File: src/rtl/beat_fifo_pkg.sv
// Shared handshake definitions for the beat FIFO: default beat width,
// the beat data type and the wrapping pointer increment.
package beat_fifo_pkg;

   localparam int DATA_W_DEF = 3;

   typedef logic [DATA_W_DEF-1:0] beat_t;

   // Advance a circular-buffer pointer, rolling from depth-1 back to 0.
   function automatic int unsigned ptr_wrap_inc(input int unsigned ptr,
                                                input int unsigned depth);
      return (ptr == depth - 1) ? 0 : ptr + 1;
   endfunction

endpackage : beat_fifo_pkg

File: src/rtl/beat_fifo.sv
// Valid/ready FIFO stage placed between the pipe stage and the slave stage.
// Buffers up to DEPTH beats so slave back-pressure does not stall the pipe.
// Outputs depend only on registered state: no path from ready_down to
// ready_up, nor from valid_up/data_up to valid_down/data_down.
module beat_fifo
   import beat_fifo_pkg::*;
#(
   parameter  int DATA_W = DATA_W_DEF,
   parameter  int DEPTH  = 4,
   localparam int CNT_W  = $clog2(DEPTH) + 1
) (
   input  logic              sys_clk,
   input  logic              rst_n,
   input  logic              valid_up,
   input  logic [DATA_W-1:0] data_up,
   output logic              ready_up,
   output logic              valid_down,
   output logic [DATA_W-1:0] data_down,
   input  logic              ready_down,
   output logic [CNT_W-1:0]  count
);

   localparam int PTR_W = $clog2(DEPTH);

   // Storage is deliberately left unreset; only pointers, count and the
   // upstream-enable flag are cleared.
   logic [DATA_W-1:0] mem_q [DEPTH];
   logic [PTR_W-1:0]  wr_ptr_q, wr_ptr_d;
   logic [PTR_W-1:0]  rd_ptr_q, rd_ptr_d;
   logic [CNT_W-1:0]  cnt_q, cnt_d;
   logic              up_en_q;

   logic              full;
   logic              empty;
   logic              push;
   logic              pop;

   // Handshake decode: a beat moves only when both sides agree.
   always_comb begin
      full  = (cnt_q == CNT_W'(DEPTH));
      empty = (cnt_q == '0);
      push  = valid_up & ready_up;
      pop   = valid_down & ready_down;
   end

   // Next pointers and occupancy; simultaneous push and pop leaves count as is.
   always_comb begin
      wr_ptr_d = wr_ptr_q;
      rd_ptr_d = rd_ptr_q;
      cnt_d    = cnt_q;
      if (push) begin
         wr_ptr_d = PTR_W'(ptr_wrap_inc(32'(wr_ptr_q), DEPTH));
      end
      if (pop) begin
         rd_ptr_d = PTR_W'(ptr_wrap_inc(32'(rd_ptr_q), DEPTH));
      end
      if (push && !pop) begin
         cnt_d = cnt_q + CNT_W'(1);
      end else if (pop && !push) begin
         cnt_d = cnt_q - CNT_W'(1);
      end
   end

   // Storage write, pointers, counter and upstream enable; async clear.
   // up_en is raised on the first edge after reset release, holding
   // ready_up low through that edge.
   always_ff @(posedge sys_clk or negedge rst_n) begin
      if (!rst_n) begin
         wr_ptr_q <= '0;
         rd_ptr_q <= '0;
         cnt_q    <= '0;
         up_en_q  <= 1'b0;
      end else begin
         if (push) begin
            mem_q[wr_ptr_q] <= data_up;
         end
         wr_ptr_q <= wr_ptr_d;
         rd_ptr_q <= rd_ptr_d;
         cnt_q    <= cnt_d;
         up_en_q  <= 1'b1;
      end
   end

   // Outputs from registered state only; data is forced to zero when empty.
   always_comb begin
      ready_up   = up_en_q & ~full;
      valid_down = ~empty;
      data_down  = empty ? '0 : mem_q[rd_ptr_q];
      count      = cnt_q;
   end

endmodule : beat_fifo

File: config.mk
export PLATFORM = sky130hd
export DESIGN_NAME = beat_fifo
export DESIGN_NICKNAME = d
export VERILOG_FILES = /design/src/rtl/beat_fifo_pkg.sv /design/src/rtl/beat_fifo.sv
export SDC_FILE = /design/constraint.sdc
export NUM_CORES = 1
export LEC_CHECK = 0
export BUFFER_PORTS_ARGS = -buffer_cell sky130_fd_sc_hd__clkbuf_2
export CORE_UTILIZATION = 40
export DETAILED_ROUTE_END_ITERATION = 16
export PLACE_DENSITY = 0.64
export SYNTH_ARGS = -nofsm -noshare
export SYNTH_HDL_FRONTEND = slang
export SYNTH_SLANG_ARGS = --single-unit
File: constraint.sdc
create_clock -name sys_clk -period 4.1 [get_ports sys_clk]
set_input_delay 0.615 -clock sys_clk [delete_from_list [all_inputs] [get_ports sys_clk]]
set_output_delay 0.615 -clock sys_clk [all_outputs]
set_load 0.01 [all_outputs]
==> results.md <==
- Mapped Nets: 72
- WL per Instance: about 12 um
- Top-area cell type share of the netlist area: a little under 40%
- TritonCTS Buffers: 3
- Routed wire length: 1201 um
- Flops & latches, synth: 20
- Cell area after layout: 1065 um^2
- Post-synthesis simple-gate area fraction: under 10%
- Worst-path maximum fanout: 6
- Mean Syn Cell Area: ~16 um^2
- IO Pins: 15
- Mapped cell area: approximately 930 um^2
- HP Class: in2async
- Yosys cell types: 18
- Critical Path AT: ~1.6 ns
- Worst Setup Start Kind: register
- Slowest CP cell: mux4_1
- Worst path max stage delay: ~0.57 ns
- Max H-tree Level: 1
- Kind of critical path: reg2out
- Multi-input logic area: between 300 and 400 um^2
- Worst Setup End Kind: output pin
- Clk Latency, worst-skew pair: ~0.28 ns
- Post-cts hold buffer count: 0
- Row cnt: 17
- Clk network pwr share: ~14%
- Status: finished, final reports clean
- Worst Skew: 0.001979 ns
- Routed vias/inst: approximately 4.7
- Max-slew violations: 0
- Multiplexer share of the synthesized area: between 10% and 20%
- Top cells by area, synth: edfxtp_1, dfrtp_1, mux4_1
- Clock sinks: 20
- Final clock period utilization by the worst path: 54.69%
- Post-synthesis adder-cell area fraction: between 10 and 15%
- Static leakage: 0.4604 nW
- Final min period: 2.242 ns
- CTS root buffer: clkbuf_4
- Worst path cell trace: mux4_1 -> and2_1 -> clkbuf_2
- YS warnings: 0
- Bufs on Longest Clock Path: 2
- Post-synthesis instance total: 58
- Count of final hold-check violations: 0
- DRT Pass-1 Iters: 4
- Initial antenna violation count: 0
- Area leader, netlist: edfxtp_1
- Worst reg2reg path depth: 8
- Storage cell area: between 500 and 600 um^2
- Power per cell area: around 610 nW/um^2
- Die area: approximately 2500 um^2
- Final Wtd Congestion: a little over 0.6
- Nets: 91
- All-layer global routing usage: 12.01%
- Comb pwr share: ~38%
- Total gr overflow: 0
- Starting Density: between 40 and 50%
- PortBufs: 14
- Synthesis-to-finish area growth: 14.07%
- Final setup fails: 0
- Worst reg2reg setup slack: roughly 2.0 ns
- RSZ-0062 raised after global routing: false
- CP Data Required Time: about 3.5 ns
- Int Pwr: between 0.4 and 0.5 mW
- DRT antenna net count: 0
- DR iter-0 viols: 8
- Dpl cell area: roughly 1000 um^2
- Filler cells: 210
- Post-Synth XOR/XNOR Area: roughly 2.8%
- Clock input transition at the sequential cells of the worst setup and hold paths: roughly 0.11 ns
- CTS tree: done
- Vias: 487
- Vias in the first global route: between 400 and 500
- CORE AREA: between 2000 and 2500 um^2
- Antenna cells: 0
- Die height: approximately 50 um
- HPWL Detailed: about 960 um
- Switching portion of total power: between 30% and 40%
- CTS resizes: 0
- Sequential fraction of design power: approximately 48%
- Largest family of logic cells by synthesized area: multiplexers
- First-pass GRT wire length: 2125 um
- Setup_tns: 0 ns
- Largest net degree at the start of global routing: 13
- Max VDD drop: 0.2833 mV
- Setup Buffers After CTS: 0
- Max-cap violation count: 0
- Die W: ~50 um
- Sw power: between 0.2 and 0.25 mW
- Sequential element share of the synthesized area: around three fifths
- Synth Area in Compound Gates: about 1.7%
- DR DRC count: 0
- Fraction of layout cells with a size suffix above 1: about a third
- Max frequency: between 400 and 500 MHz
## kinds of logic after synthesis
logic type      count (synthesis)
compound gates                  2
fa+ha+maj                       7
simple gates                   14
buf+inv                         3
mux                             8
other cells                     1
xor+xnor                        3
flops                          20
## worst max-delay path: cells and delay by family, from the launching register on
family        cells  cell delay [ns]
buf+inv           1             0.12
flops             1             0.49
mux               1             0.57
simple gates      1             0.16
## power groups by stage
stage	clock [mW]	combinational (mW)	sequential [mW]
after floorplan	0	0.176	0.315
after global placement	0	0.243	0.317
after detailed placement	0	0.248	0.319
after CTS	0.0950	0.249	0.315
after global routing	0.104	0.280	0.325
final	0.0928	0.244	0.314
## metrics by stage
stage	total power, mW	setup slack, ns	instances	hold slack [ns]	util, %
floorplan	0.4904	2.085	58	0.3194	-
global placement	0.5606	1.955	100	0.4937	46.95
detailed placement	0.5675	1.947	100	0.4964	46.95
CTS	0.6587	1.846	104	0.1763	48.13
global route	0.7094	1.739	104	0.1751	48.13
finish	0.6502	1.858	104	0.1705	48.13
## routing by layer
metal	part of all wire [%]	wire length, um	track usage (%)
met1	48	574	15.14
met2	48	572	18.89
met3	3.1	37	2.727
met4	1.3	16	6.944
met5	0	0	0
## state kept, by name, summed over array words and instances (netlist names)
signal,flops
count,3
mem_q,12
rd_ptr_q,2
up_en_q,1
wr_ptr_q,2
## Yosys cell counts
| cell type | number |
|---|---|
| a21boi_0 | 1 |
| dfrtp_1 | 8 |
| or3_4 | 1 |
| a21oi_2 | 1 |
| and3_1 | 4 |
| conb_1 | 1 |
| edfxtp_1 | 12 |
| and2_1 | 3 |
| mux4_1 | 3 |
| nand2_1 | 1 |
| mux2_2 | 5 |
| nand2_4 | 1 |
| inv_1 | 3 |
| xnor2_1 | 1 |
| ha_1 | 6 |
| nor2_1 | 4 |
| fa_1 | 1 |
| xor2_1 | 2 |
## final timing paths
kind,from,endpoint
worst max-delay path,rd_ptr_q[0],data_down[0]
worst min-delay path,rst_n,rd_ptr_q[0]
worst max register to register,count[1],count[2]
worst min register to register,count[2],count[2]
max in group asynchronous,rst_n,wr_ptr_q[1]
min in group sys_clk,data_up[0],mem_q[3][0]
## layout make-up
cell class                      count  share of cell area, %
Sequential cell                    20                  52.64
Multi-Input combinational cell     35                  33.96
Timing Repair Buffer               14                  6.581
Tap cell                           28                  3.290
Clock buffer                        4                  2.468
Inverter                            3                  1.058
## cells in the final DEF (no fill, tap or decap), types with 4 or more instances in the layout
cell	instances
nor2_1	4
ha_1	6
dfrtp_1	8
clkbuf_2	14
mux2_2	5
and3_1	4
edfxtp_1	12
No activity file was read; power rests on OpenSTA's default activity.
